**src/rtl/gshare_pht_ctrl.sv**
```systemverilog
// gshare_pht_ctrl
// Owns the speculative global history register (GHR) and a 2^GHR_W-entry
// table of 2-bit saturating counters. The table has a single access port
// shared between fetch-side lookups and execute-side resolution updates.
// Resolutions are queued in a small FIFO and applied by read-modify-write.
// On a mispredict the history is rebuilt from the checkpoint carried with
// the branch.
//
// Ports:
//   i_clk, i_rst_n        clock, asynchronous active-low reset
//   i_pred_req/i_pred_pc  lookup request and low PC bits
//   o_pred_gnt            lookup accepted this cycle (combinational)
//   o_pred_valid/taken/index/ghr  registered lookup result, one cycle later
//   i_res_*               branch resolution (outcome, index, checkpoint)
//   o_res_ready           update FIFO not full (combinational)
//   o_ghr_out             current speculative history
module gshare_pht_ctrl #(
  parameter int GHR_W      = 3,
  parameter int FIFO_DEPTH = 4,
  parameter int STARVE_LIM = 4
) (
  input  logic             i_clk,
  input  logic             i_rst_n,
  input  logic             i_pred_req,
  input  logic [GHR_W-1:0] i_pred_pc,
  output logic             o_pred_gnt,
  output logic             o_pred_valid,
  output logic             o_pred_taken,
  output logic [GHR_W-1:0] o_pred_index,
  output logic [GHR_W-1:0] o_pred_ghr,
  input  logic             i_res_valid,
  input  logic             i_res_taken,
  input  logic [GHR_W-1:0] i_res_index,
  input  logic [GHR_W-1:0] i_res_ghr,
  input  logic             i_res_mispredict,
  output logic             o_res_ready,
  output logic [GHR_W-1:0] o_ghr_out
);

  localparam int ENTRIES = 1 << GHR_W;
  localparam int PTR_W   = $clog2(FIFO_DEPTH);
  localparam int CNT_W   = PTR_W + 1;
  localparam int SC_W    = $clog2(STARVE_LIM + 1);

  typedef enum logic [1:0] {
    IDLE   = 2'd0,
    UPD_RD = 2'd1,
    UPD_WR = 2'd2
  } state_t;

  function automatic logic [1:0] sat_upd(input logic [1:0] c, input logic t);
    if (t) return (c == 2'd3) ? 2'd3 : c + 2'd1;
    else   return (c == 2'd0) ? 2'd0 : c - 2'd1;
  endfunction

  // Newest outcome enters at the MSB.
  function automatic logic [GHR_W-1:0] ghr_shift(input logic [GHR_W-1:0] h,
                                                 input logic t);
    return {t, h[GHR_W-1:1]};
  endfunction

  state_t           r_state;
  state_t           w_state_nxt;
  logic [1:0]       r_pht [ENTRIES];
  logic [1:0]       r_hold;
  logic [GHR_W-1:0] r_fifo_idx [FIFO_DEPTH];
  logic             r_fifo_tkn [FIFO_DEPTH];
  logic [PTR_W-1:0] r_wr_ptr;
  logic [PTR_W-1:0] r_rd_ptr;
  logic [CNT_W-1:0] r_count;
  logic [SC_W-1:0]  r_starve;
  logic [GHR_W-1:0] r_ghr;
  logic             r_pred_valid;
  logic             r_pred_taken;
  logic [GHR_W-1:0] r_pred_index;
  logic [GHR_W-1:0] r_pred_ghr;

  logic             w_flush;
  logic             w_empty;
  logic             w_full;
  logic             w_push;
  logic             w_pop;
  logic             w_gnt;
  logic             w_upd_start;
  logic [GHR_W-1:0] w_pred_idx;
  logic             w_pred_bit;
  logic [GHR_W-1:0] w_head_idx;
  logic             w_head_tkn;

  assign w_flush    = i_res_valid & i_res_mispredict;
  assign w_empty    = (r_count == '0);
  assign w_full     = (r_count == CNT_W'(FIFO_DEPTH));
  // Ready is a pure function of the count so execute never sees a
  // combinational path from the port FSM.
  assign w_push     = i_res_valid & ~w_full;
  assign w_pop      = (r_state == UPD_WR);
  assign w_pred_idx = i_pred_pc ^ r_ghr;
  assign w_pred_bit = r_pht[w_pred_idx][1];
  assign w_head_idx = r_fifo_idx[r_rd_ptr];
  assign w_head_tkn = r_fifo_tkn[r_rd_ptr];

  // Port arbitration: one table access per cycle.
  always_comb begin
    w_state_nxt = r_state;
    w_gnt       = 1'b0;
    w_upd_start = 1'b0;
    case (r_state)
      IDLE: begin
        if (!w_flush) begin
          if (!w_empty && (w_full || !i_pred_req ||
                           r_starve == SC_W'(STARVE_LIM))) begin
            w_state_nxt = UPD_RD;
            w_upd_start = 1'b1;
          end else if (i_pred_req) begin
            w_gnt = 1'b1;
          end
        end
      end
      UPD_RD:  w_state_nxt = UPD_WR;
      UPD_WR:  w_state_nxt = IDLE;
      default: w_state_nxt = IDLE;
    endcase
  end

  always_ff @(posedge i_clk or negedge i_rst_n) begin
    if (!i_rst_n) begin
      r_state  <= IDLE;
      r_wr_ptr <= '0;
      r_rd_ptr <= '0;
      r_count  <= '0;
      r_starve <= '0;
    end else begin
      r_state <= w_state_nxt;
      if (w_push) r_wr_ptr <= r_wr_ptr + PTR_W'(1);
      if (w_pop)  r_rd_ptr <= r_rd_ptr + PTR_W'(1);
      case ({w_push, w_pop})
        2'b10:   r_count <= r_count + CNT_W'(1);
        2'b01:   r_count <= r_count - CNT_W'(1);
        default: r_count <= r_count;
      endcase
      if (w_upd_start || w_empty)
        r_starve <= '0;
      else if (w_gnt && r_starve != SC_W'(STARVE_LIM))
        r_starve <= r_starve + SC_W'(1);
    end
  end

  // Queue storage carries no reset; occupancy is tracked by r_count.
  always_ff @(posedge i_clk) begin
    if (w_push) begin
      r_fifo_idx[r_wr_ptr] <= i_res_index;
      r_fifo_tkn[r_wr_ptr] <= i_res_taken;
    end
  end

  // Table port: lookup read is combinational; update is read then write.
  always_ff @(posedge i_clk or negedge i_rst_n) begin
    if (!i_rst_n) begin
      for (int i = 0; i < ENTRIES; i++) r_pht[i] <= 2'b01;
      r_hold <= 2'b01;
    end else if (r_state == UPD_RD) begin
      r_hold <= r_pht[w_head_idx];
    end else if (r_state == UPD_WR) begin
      r_pht[w_head_idx] <= sat_upd(r_hold, w_head_tkn);
    end
  end

  // Lookup result stage and speculative history.
  always_ff @(posedge i_clk or negedge i_rst_n) begin
    if (!i_rst_n) begin
      r_ghr        <= '0;
      r_pred_valid <= 1'b0;
      r_pred_taken <= 1'b0;
      r_pred_index <= '0;
      r_pred_ghr   <= '0;
    end else begin
      r_pred_valid <= w_gnt;
      if (w_gnt) begin
        r_pred_taken <= w_pred_bit;
        r_pred_index <= w_pred_idx;
        r_pred_ghr   <= r_ghr;
      end
      if (w_flush)
        r_ghr <= ghr_shift(i_res_ghr, i_res_taken);
      else if (w_gnt)
        r_ghr <= ghr_shift(r_ghr, w_pred_bit);
    end
  end

  assign o_pred_gnt   = w_gnt;
  assign o_pred_valid = r_pred_valid;
  assign o_pred_taken = r_pred_taken;
  assign o_pred_index = r_pred_index;
  assign o_pred_ghr   = r_pred_ghr;
  assign o_res_ready  = ~w_full;
  assign o_ghr_out    = r_ghr;

endmodule

```
**config.mk**
```make
export PLATFORM = sky130hd
export DESIGN_NAME = gshare_pht_ctrl
export DESIGN_NICKNAME = d
export VERILOG_FILES = /design/src/rtl/gshare_pht_ctrl.sv
export SDC_FILE = /design/constraint.sdc
export NUM_CORES = 1
export LEC_CHECK = 0
export ABC_AREA = 1
export ABC_CLOCK_PERIOD_IN_PS = 2200
export BUFFER_PORTS_ARGS = -buffer_cell sky130_fd_sc_hd__buf_2
export CAP_MARGIN = 20
export CORE_UTILIZATION = 40
export CTS_CLUSTER_DIAMETER = 40
export DETAILED_ROUTE_END_ITERATION = 10
export GPL_ROUTABILITY_DRIVEN = 0
export SLEW_MARGIN = 15
export SYNTH_ARGS = -nofsm -noshare
export SYNTH_HDL_FRONTEND = slang
export SYNTH_SLANG_ARGS = --single-unit
```
**constraint.sdc**
```tcl
create_clock -name i_clk -period 2.2 [get_ports i_clk]
set_input_delay 0.22 -clock i_clk [delete_from_list [all_inputs] [get_ports i_clk]]
set_output_delay 0.22 -clock i_clk [all_outputs]
set_load 0.05 [all_outputs]
```
---- Word level (Yosys, flattened, before mapping) ----
Memory sizes are Yosys's and may differ from the RTL's.
Index checks and enable logic that the tools add are counted.
cells by class
  add/sub/neg operators ................... 7
  $lt $le $gt $ge ......................... 3
  eq/ne operators ......................... 10
  mux-type cells .......................... 31
  bitwise logic cells ..................... 7
  reduce and logical (&&, ||, !) cells .... 16
operators with widths
  kind                 number
  $mux 2               12
  $bwmux 16            1
  $bmux 2 s3           2
  $mux 3               4
  $mux 1               9
  $ge 4x4->1 const B   2
  $not 3->4            2
  $add 2x1->2 const B  3
  $add 3x1->3 const B  2
  $demux 2 s3          1
  $eq 2x2->1 const B   3
  $eq 3x3->1 const B   2
  $pmux 3 s2           1
  $reduce_bool 2->1    3
  $eq 2x1->1 const B   2
  $logic_not 2->1      2
  $lt 4x1->1 const B   1
  $ne 2x2->1 const B   2
  $pmux 2 s2           1
  $reduce_and 2->1     2
  $logic_and 1x1->1    3
  $logic_not 3->1      1
  $logic_or 1x1->1     3
  $ne 3x3->1 const B   1
  other kinds (6)      9
storage, ports and cells
  register bits after elaboration ......... 41
  RAM bits ................................ 16
  bits of input ports ..................... 15
  output and inout bits ................... 13
  memories kept ........................... 2
memory list
  name        depth  width  rd ports  clocked after memory_dff  write ports  RTL line  source
  r_fifo_idx  4      3      1         0                         1            66        logic [GHR_W-1:0] r_fifo_idx [FIFO_DEPTH];
  r_fifo_tkn  4      1      1         0                         1            67        logic r_fifo_tkn [FIFO_DEPTH];

---- Logic depth before layout (Yosys ltp) ----
Gate-level depths: netlist (run 1).
  depth in word-level cells ............... 10
  depth in mapped cells ................... 13
  depth with buffers taken out ............ 13

---- Least setup slack after synthesis (run 1) ----
Ideal clock, no wire load.
  path kind ............................... flip-flop to flip-flop
  start point ............................. register r_count[0]
  end point ............................... register r_count[2]
  setup time .............................. 0.131 ns
  arrival time ............................ 2.166 ns
  required time ........................... 2.069 ns
  path slack .............................. -0.097 ns
  cell stages (with the launch flop) ...... 12
  buffers on the path ..................... 0
  period minus slack after synthesis ...... 2.297 ns
  path through ............................ dfrtp_1 -> inv_2 -> nand2_1 -> inv_1 -> nand2_1 -> nand2_1 -> ha_1 -> inv_1 -> fa_1 -> a21oi_1 -> o21ai_0 -> xor2_1
on the way
  cells in the longest elaborated chain, start to end .. 5
RTL lines
  what                                             RTL line  source
  start: declaration                               70        logic [CNT_W-1:0] r_count;
  start signal: assignment                         137       2'b10: r_count <= r_count + CNT_W'(1);
  start signal: assignment                         138       2'b01: r_count <= r_count - CNT_W'(1);
  start signal: assignment                         139       default: r_count <= r_count;
  $eq 3x3->1 *                                     92        assign w_full = (r_count == CNT_W'(FIFO_DEPTH));
  $not 1->1 *                                      -
  named net o_res_ready                            36        output logic o_res_ready,
  $and 1x1->1 *                                    95        assign w_push = i_res_valid & ~w_full;
  $eq 2x1->1 or $eq 2x2->1 (tied branches)         136       case ({w_push, w_pop})
  $pmux 3 s2 or $reduce_bool 2->1 (tied branches)  -
Mark *: on every way through the listed nets, which the timed path passes. The rest lies on a longest branch.
A chain may end at the register's enable or synchronous reset.

---- Final worst setup path (run 1) ----
  start point ............................. register r_count[1]
  end point ............................... register r_count[2]
on the way
  cells in the longest elaborated chain, start to end .. 5
RTL lines
  what                                             RTL line
  $eq 3x3->1                                       92
  $not 1->1                                        95
  $and 1x1->1                                      95
  $eq 2x1->1 or $eq 2x2->1 (tied branches)         136
  $pmux 3 s2 or $reduce_bool 2->1 (tied branches)  -
Parallel ways exist; a longest one is shown, timed or not.

==> results_dict.tcl, run 1 <==
set metrics [dict create \
    die-width_um 86.78 \
    fmax_mhz 499.3 \
    swShare_pct 45.17 \
    crit_type "register to register" \
    fin_ws_ns 0.1970 \
    pin_count 28 \
    cts_buffer_depth 2 \
    ys_ff_latch 57 \
    cp_max_fo 8 \
    cp_common_cell "inv_1" \
    reg2reg_from "r_count[1]$_DFFE_PN0P_" \
    wl_per_cell_um 11.89 \
    grt_max_degree 42 \
    post-dp-hpwl_um 4043 \
    ctsHoldBuffers 0 \
    routed_wl_um 5529 \
    cts_setup_buffers 0 \
    antenna_found_initial 0 \
    period_needed_ns 2.003 \
    worstHoldPathType "primary input to asynchronous set/reset pin" \
    clock_sinks 57 \
    cts_max_level 3 \
    yosys_warnings 0 \
    r2r_setup_slack_ns 0.20 \
    rr_worst_depth 11 \
    final_hold_viol_count 0 \
    required_ns 2.41 \
    n_antenna_cell 0 \
    slew_headroom_pct 37.62 \
    grt_pass1_vias 2116 \
    peakVddDrop_mv 0.5759 \
    cts.reportedPaths.clkPinSlew_ns 0.07 \
    cp-endpoint "r_count[2]$_DFFE_PN0P_" \
    critPathMaxStageDelay_ns 0.38 \
    cts_tree "built" \
    ctsResizeCount 0 \
    viasPerCell 4.637 \
    fp.dieArea_um2 7531 \
    track_usage_pct 16.93 \
    critPathArrivalTime_ns 2.21 \
    fin_tns_setup_ns 0 \
    power_frac_clock_pct 19.6 \
    power.density_nw_per_um2 1584 \
    fin_hold_ws_ns 0.02234 \
    start_util_pct 41.86 \
    synthCells 327 \
    grt_setup_unrepaired "no" \
    leakagePower_nw 1.617 \
    drive_above_1_share_pct 22.49 \
    finish.utilization_pct 48.74 \
    clk_latency_ns 0.33 \
    crit_slowest_cell "fa_1" \
    seq_power_share_pct 34.1 \
    seq_area_um2 1518 \
    crit_start "r_count[1]$_DFFE_PN0P_" \
    final-setup-viol-count 0 \
    cts_made_buffers 9 \
    vias 2156 \
    firstDrtPassIters 4 \
    num_rows 30 \
    nets 387 \
    cp-start-kind "register" \
    portBuffers 26 \
    tightest_slew_ns 0.9356 \
    pre_cts_ws_ns 0.2069 \
    cts-root-buf "clkbuf_8" \
    endpoint_kind "register" \
    ant_nets 0 \
    netlist_area_um2 2875 \
    avgSynthCellArea_um2 8.793 \
    fin_cells 465 \
    switching_power_mw 2.395 \
    yosysUniqueCellTypes 30 \
    clock_skew_ns 0.007093 \
    period_share_pct 91.05 \
    multi_input_area_um2 1165 \
    dr.first_iter.drc_count 100 \
    cellInternalPower_mw 2.907 \
    placedCellCount 449 \
    syn_nets 350 \
    ys_seq_area_share_pct 52.79 \
    core_um2 6869 \
    maxCapViolations 0 \
    regToRegEndpoint "r_count[2]$_DFFE_PN0P_" \
    grt_first_pass_wirelength_um 9522 \
    area_delta_synth_final_pct 16.45 \
    n_fill_cell 668 \
    die_h_um 86.78 \
    overflow 0 \
    route.detailed.drc 0 \
    worstPathCellList "inv_1, nand2_1, inv_1, nand2_2, nand2_2, ha_1, inv_1, fa_1, a21oi_1, o21ai_0, xor2_1" \
    maxSlewViolCount 0 \
    combinationalPowerShare_pct 46.3 \
    status "finished clean" \
]
==> logic make-up after synthesis <==
logic type / after synthesis / share of synthesized area [%]
xor gates and xnor gates: 7 / 2.132
buffers and inverters: 50 / 6.876
DFF: 57 / 52.79
adders and majority gates: 8 / 3.742
AOI/OAI and AO/OA: 33 / 6.397
and+or+nand+nor: 172 / 28.07
==> worst min-delay path by stage <==
stage	from	to	slack, ns	cells after the start
after CTS	i_rst_n	o_pred_ghr[1]$_DFFE_PN0P_	0.05	1
after global routing	i_res_index[2]	r_fifo_idx[2][2]$_DFFE_PP_	0.09	1
after detailed placement	i_rst_n	r_pht[13]$_DFFE_PN0P_	0.42	1
after global placement	i_rst_n	r_pht[9]$_DFFE_PN0P_	0.41	1
after floorplan	i_rst_n	o_ghr_out[0]$_DFFE_PN0P_	-0.08	0
final	i_rst_n	r_pht[1]$_DFFE_PN0P_	0.02	1
==> synthesized netlist by cell type <==
cell type,n,area (µm²)
nand2_1,106,397.9
inv_1,39,146.4
dfrtp_1,32,800.8
nand3_1,27,135.1
nor2_1,17,63.81
edfxtp_1,16,480.5
o21ai_0,11,55.05
o21ai_1,10,50.05
dfstp_2,9,236.5
ha_1,7,87.58
inv_2,7,26.28
a21oi_1,5,25.02
nand2_2,5,31.28
nand3b_1,4,30.03
o211ai_1,4,30.03
xor2_1,4,35.03
nor2_2,3,18.77
nor2_4,3,33.78
xnor2_1,3,26.28
inv_4,2,12.51
nand3_2,2,20.02
nand3_4,2,35.03
o21ai_2,2,17.52
a31oi_1,1,6.260
buf_2,1,5.000
buf_4,1,7.510
fa_1,1,20.02
nand2_4,1,11.26
nand2_8,1,20.02
nor3_2,1,10.01
==> sequential cells by signal, indices dropped and copies added, names as in the netlist, 2 cells and up <==
signal        flops
o_pred_index      3
r_state           2
o_ghr_out         3
r_wr_ptr          2
r_pht            16
r_hold            2
o_pred_ghr        3
r_starve          3
r_fifo_tkn        4
r_rd_ptr          2
r_fifo_idx       12
r_count           3
==> final cells by class <==
cell class	instances	area share [%]
Clock buffer	12	4.970
Timing Repair Buffer	28	4.335
Clock inverter	4	1.457
Tap cell	96	3.587
Multi-Input combinational cell	220	34.79
Sequential cell	57	45.33
Inverter	48	5.531
==> through the flow <==
step	instance area, µm²	total power [mW]
6_report	3348	5.302
5_1_grt	3348	5.746
4_1_cts	3348	5.371
3_5_place_dp	3133	4.295
3_3_place_gp	3133	4.240
2_1_floorplan	2880	3.725
==> worst max-delay path: cells and delay by family, from the launching register on <==
| kind | cells | cell delay [ns] |
|---|---|---|
| fa+ha+maj | 2 | 0.55 |
| flops | 1 | 0.37 |
| simple gates | 3 | 0.29 |
| buf+inv | 3 | 0.26 |
| compound gates | 2 | 0.26 |
| xor+xnor | 1 | 0.15 |
==> layer usage <==
layer  vias up  part of all wire, %  GRT usage (%)  wire length (µm)
met5         -                    0              0                 0
met4         0                  2.6          9.545               144
met3        14                  2.6          3.143               144
met1       995                   48          21.38              2663
li1       1115                    -              -                 -
met2        32                   47          27.34              2577
==> power groups by stage <==
stage	sequential (mW)	clock [mW]	combinational [mW]
2_1_floorplan	2.06	0	1.67
3_3_place_gp	1.82	0	2.42
3_5_place_dp	1.83	0	2.46
4_1_cts	1.81	1.08	2.48
5_1_grt	1.86	1.12	2.77
6_report	1.81	1.04	2.45
==> placed cells by master (no fill, tap or decap), drive strengths merged <==
master,Yosys,routed
bufinv,0,1
a21oi,5,5
clkbuf,0,12
xnor2,3,3
fa,1,1
nor2,23,23
o21ai,23,23
a31oi,1,1
dfrtp,32,32
buf,2,28
nor3,1,1
nand3,31,31
o211ai,4,4
dfstp,9,9
nand2,113,113
inv,48,48
clkinv,0,3
nand3b,4,4
edfxtp,16,16
xor2,4,4
ha,7,7
Note: power is estimated with default switching activity, not from simulation.
==> run 2: changes to the inputs <==
- CORE_UTILIZATION: 40 -> 29
- SLEW_MARGIN: 15 -> not set
==> run 2 against run 1 <==
Critical path type unchanged. Combinational power hardly changed. Global-route usage is 4.8 points lower. Clock skew is 0.0012 ns higher. Critical path depth stayed put. Fmax is 0.93% higher. Via count hardly changed. Final cell count is 7.3% higher. Sequential power hardly changed. Register-to-register slack better by 0.02 ns. Final area is 1.0% higher. Die area is 37% higher. Clock power is 4% lower.
==> results_dict.tcl, run 2 (synthesis gave the netlist of run 1 again) <==
set metrics [dict create \
    critPathArrivalTime_ns 2.20 \
    portBuffers 26 \
    crit_start "r_count[0]$_DFFE_PN0P_" \
    status "finished clean" \
    fp.dieArea_um2 10320 \
    cts_setup_buffers 0 \
    tightest_slew_ns 0.4129 \
    antenna_found_initial 0 \
    maxCapViolations 0 \
    final_common_cell "nand2_1" \
    final_hold_viol_count 0 \
    die_h_um 101.6 \
    clk_latency_ns 0.34 \
    clock_sinks 57 \
    fin_hold_ws_ns 0.09271 \
    reg_top3 "r_pht (16), r_fifo_idx (12), r_fifo_tkn (4)" \
    final-setup-viol-count 0 \
    area_delta_synth_final_pct 17.67 \
    leakagePower_nw 1.612 \
    clock_skew_ns 0.008342 \
    reg2reg_from "r_count[0]$_DFFE_PN0P_" \
    slew_headroom_pct 72.37 \
    vias 2157 \
    crit_slowest_cell "dfrtp_1" \
    overflow 0 \
    cp_max_fo 8 \
    pin_count 28 \
    pre_cts_ws_ns 0.2258 \
    worstHoldPathType "primary input to register" \
    n_antenna_cell 0 \
    cts_tree "built" \
    grt_max_degree 25 \
    final_cell_mix "nand2_1 (104), inv_1 (39), dfrtp_1 (32), nand3_1 (27), buf_2 (26)" \
    period_needed_ns 1.984 \
    path_delay_family "adder cells" \
    peakVddDrop_mv 0.6387 \
    drive_above_1_share_pct 22.16 \
    track_usage_pct 12.16 \
    crit_type "register to register" \
    post-dp-hpwl_um 4252 \
    placed_area_um2 3174 \
    critPathMaxStageDelay_ns 0.40 \
    multi_input_area_um2 1165 \
    worstPathCellList "inv_2, nand2_1, inv_1, nand2_2, nand2_2, ha_1, inv_1, fa_1, a21oi_1, o21ai_0, xor2_1" \
    firstDrtPassIters 4 \
    routed_wl_um 5548 \
    ant_nets 0 \
    fin_ws_ns 0.2155 \
    ctsResizeCount 0 \
    grt_first_pass_wirelength_um 9625 \
    start_util_pct 30.54 \
    min_from "i_res_ghr[1]" \
    wl_per_cell_um 11.12 \
    required_ns 2.41 \
    nets 388 \
    route.detailed.drc 0 \
    largest_reg_flops 16 \
    power.density_nw_per_um2 1552 \
    cts_made_buffers 9 \
    n_fill_cell 936 \
    grt_pass1_vias 2149 \
    period_share_pct 90.20 \
    viasPerCell 4.323 \
    seq_area_um2 1518 \
    fin_tns_setup_ns 0 \
    num_rows 35 \
    endpoint_kind "register" \
    finalPower_mw 5.250 \
    cts_max_level 3 \
    maxSlewViolCount 0 \
    cts.reportedPaths.clkPinSlew_ns 0.07 \
    cts-root-buf "clkbuf_8" \
    core_um2 9415 \
    die-width_um 101.6 \
    dr.first_iter.drc_count 55 \
    cp-start-kind "register" \
    largest-register "r_pht" \
    cts_buffer_depth 2 \
    finish.instance_area_um2 3383 \
    grt_setup_unrepaired "no" \
    fmax_mhz 503.9 \
    crit_buf_inv 3 \
]
-- run 2: changes by cell type in the layout (fill, tap and decap cells not counted) --
cell           change
clkbuf_1           +1
clkbuf_16          -1
clkbuf_8           +1
clkinv_4           -1
dlygate4sd3_1      +1
-- run 2: tightest hold or removal path: cells and delay by family --
family / cells / cell delay, ns
buffers and inverters: 1 / 0.07
AND/OR/NAND/NOR: 2 / 0.10
-- run 2: path summary, 6_finish.rpt --
kind | depth (start not counted) | to | slack, ns
setup reg to reg | 11 | r_count[2]$_DFFE_PN0P_ | 0.22
hold reg to reg | 2 | r_pht[0]$_DFFE_PN1P_ | 0.47
hold / removal | 3 | o_ghr_out[0]$_DFFE_PN0P_ | 0.09
max in group asynchronous | 3 | r_pht[4]$_DFFE_PN1P_ | 1.15
setup / recovery | 11 | r_count[2]$_DFFE_PN0P_ | 0.22
min in group asynchronous | 2 | r_count[1]$_DFFE_PN0P_ | 0.34
-- run 2: layout make-up --
type | instances | area share (%)
Sequential cell | 57 | 44.86
Tap cell | 129 | 4.771
Multi-Input combinational cell | 220 | 34.43
Timing Repair Buffer | 29 | 4.586
Clock inverter | 3 | 1.183
Clock buffer | 13 | 4.697
Inverter | 48 | 5.473
-- run 2: power by group --
| part | internal (mW) | switching, mW |
|---|---|---|
| Sequential | 1.53 | 0.287 |
| Combinational | 0.747 | 1.68 |
| Clock | 0.582 | 0.417 |
| Total | 2.86 | 2.39 |
-- run 2: metrics by stage --
stage | instances | utilization (%)
finish | 499 | 35.93
global route | 499 | 35.93
CTS | 499 | 35.93
detailed placement | 482 | 33.71
global placement | 482 | 33.71
floorplan | 327 | -
-- run 2: repair_timing --
action	in CTS	in global routing
endpoints found under the hold margin	12	0
setup endpoints to repair	0	0
hold buffers	1	0
-- run 2: routing by layer --
| layer | global-route usage (%) | part of all wire [%] | vias to the layer above |
|---|---|---|---|
| li1 | - | - | 1112 |
| met1 | 14.75 | 48 | 1014 |
| met2 | 20.69 | 48 | 24 |
| met3 | 3.520 | 2.8 | 7 |
| met4 | 4.013 | 1.3 | 0 |
| met5 | 0 | 0 | - |
==> run 3: changes to the inputs <==
- CTS_CLUSTER_SIZE: not set -> 16
- RECOVER_POWER: not set -> 100
==> run 3 against run 2 <==
Sequential share of layout area is 0.83 points higher. Count of clock-buffer cells in the layout stayed put. Final cell count stayed put. Die area stayed put. Clock power hardly changed. Sequential power hardly changed. Non-clock buffer count stayed put. Critical path depth is 3 lower. Setup slack worse by 0.073 ns. Register-to-register slack worse by 0.07 ns.
==> results_dict.tcl, run 3 (synthesis gave the netlist of run 1 again) <==
set metrics [dict create \
    grt_setup_unrepaired "no" \
    cp-start-kind "register" \
    drive_above_1_share_pct 14.86 \
    vias 2150 \
    period_share_pct 93.50 \
    start_util_pct 30.54 \
    peakVddDrop_mv 0.6307 \
    portBuffers 26 \
    final_hold_viol_count 0 \
    largest_reg_flops 16 \
    antenna_found_initial 0 \
    worstHoldPathType "primary input to register" \
    holdPathStages 3 \
    routed_wl_um 5605 \
    final_cell_mix "nand2_1 (106), inv_1 (42), dfrtp_1 (32), nand3_1 (27), nor2_1 (21)" \
    dr.first_iter.drc_count 44 \
    wl_per_cell_um 11.23 \
    period_needed_ns 2.057 \
    track_usage_pct 12.16 \
    worstPathCellList "inv_2, nor2_1, ha_1, inv_1, fa_1, a21oi_1, o21ai_0, xor2_1" \
    critPathArrivalTime_ns 2.27 \
    fin_cells 499 \
    clock_sinks 57 \
    firstDrtPassIters 4 \
    reg_top3 "r_pht (16), r_fifo_idx (12), r_fifo_tkn (4)" \
    whs_endpoint "o_ghr_out[0]$_DFFE_PN0P_" \
    tightest_slew_ns 1.006 \
    final_common_cell "nand2_1" \
    post-dp-hpwl_um 4252 \
    fin_tns_setup_ns 0 \
    n_antenna_cell 0 \
    status "finished clean" \
    regToRegEndpoint "r_count[2]$_DFFE_PN0P_" \
    ctsHoldBuffers 1 \
    die_h_um 101.6 \
    leakagePower_nw 1.558 \
    r2r_setup_slack_ns 0.14 \
    finish.utilization_pct 35.28 \
    cts_tree "built" \
    fmax_mhz 486.1 \
    cts-root-buf "clkbuf_8" \
    viasPerCell 4.309 \
    endpoint_kind "register" \
    critPathMaxStageDelay_ns 0.44 \
    ctsResizeCount 0 \
    num_rows 35 \
    route.detailed.drc 0 \
    cts_made_buffers 9 \
    rr_worst_depth 8 \
    cp_max_fo 5 \
    reg2reg_from "r_state[1]$_DFFE_PN0P_" \
    final-setup-viol-count 0 \
    fp.dieArea_um2 10320 \
    required_ns 2.41 \
    clock_skew_ns 0.007746 \
    power.density_nw_per_um2 1545 \
    clk_latency_ns 0.33 \
    cts_setup_buffers 0 \
    maxCapViolations 0 \
    die-width_um 101.6 \
    area_delta_synth_final_pct 15.54 \
    crit_type "register to register" \
    largest-register "r_pht" \
    grt_max_degree 25 \
    cts.reportedPaths.clkPinSlew_ns 0.07 \
    ant_nets 0 \
    placedCellCount 482 \
    maxSlewViolCount 0 \
    crit_slowest_cell "nor2_1" \
    slew_headroom_pct 32.91 \
    overflow 0 \
    grt_pass1_vias 2149 \
    cts_max_level 3 \
    cts_buffer_depth 2 \
    min_from "i_res_ghr[1]" \
    grt_first_pass_wirelength_um 9625 \
    nets 388 \
    pin_count 28 \
    core_um2 9415 \
]
==> run 3: worst max path at each step <==
stage | from | endpoint | slack [ns] | cells after the start
2_1_floorplan | r_count[0]$_DFFE_PN0P_ | r_count[2]$_DFFE_PN0P_ | 0.15 | 11
3_3_place_gp | r_count[0]$_DFFE_PN0P_ | r_count[2]$_DFFE_PN0P_ | 0.25 | 11
3_5_place_dp | r_count[1]$_DFFE_PN0P_ | r_count[2]$_DFFE_PN0P_ | 0.23 | 11
4_1_cts | r_starve[0]$_DFFE_PN0P_ | o_pred_gnt | 0.20 | 8
5_1_grt | r_state[1]$_DFFE_PN0P_ | r_count[2]$_DFFE_PN0P_ | 0.03 | 8
6_report | r_state[1]$_DFFE_PN0P_ | r_count[2]$_DFFE_PN0P_ | 0.14 | 8
==> run 3: cell type report <==
type	instances	area (µm²)
Sequential cell	57	1518
Clock inverter	3	40.04
Timing Repair Buffer	29	127.6
Multi-Input combinational cell	220	1131
Inverter	48	185.2
Fill cell	961	6093
Clock buffer	13	158.9
Tap cell	129	161.4
==> run 3: through the flow <==
| stage | hold slack, ns | setup WS [ns] | area, µm² | total power [mW] |
|---|---|---|---|---|
| 4_1_cts | 0.07942 | 0.1961 | 3383 | 5.299 |
| 3_3_place_gp | 0.1729 | 0.2521 | 3174 | 4.228 |
| 2_1_floorplan | -0.07559 | 0.1478 | 2880 | 3.725 |
| 5_1_grt | 0.1036 | 0.03033 | 3322 | 5.558 |
| 6_report | 0.09613 | 0.1429 | 3322 | 5.133 |
| 3_5_place_dp | 0.1788 | 0.2258 | 3174 | 4.285 |
==> run 3: worst max-delay path: cells and delay by family (launching register included) <==
kind,cells,cell delay (ns)
buffers and inverters,2,0.11
AND/OR/NAND/NOR,1,0.44
adder cells (fa/ha/maj),2,0.61
XOR/XNOR,1,0.15
flip-flops,1,0.37
AO/OA/AOI/OAI,2,0.26
==> run 3: layer usage <==
layer | track usage, % | up-vias | wire, µm
met5 | 0 | - | 0
met2 | 20.69 | 26 | 2719
met1 | 14.75 | 1004 | 2682
li1 | - | 1115 | -
met3 | 3.520 | 5 | 172
met4 | 4.013 | 0 | 31
==> run 3: report_power, final <==
group / leakage (nW) / switching [mW] / internal [mW] / total (mW)
logic: 0.813 / 1.64 / 0.683 / 2.32
registers: 0.642 / 0.283 / 1.53 / 1.82
clock network: 0.103 / 0.415 / 0.582 / 0.997
total: 1.56 / 2.33 / 2.80 / 5.13
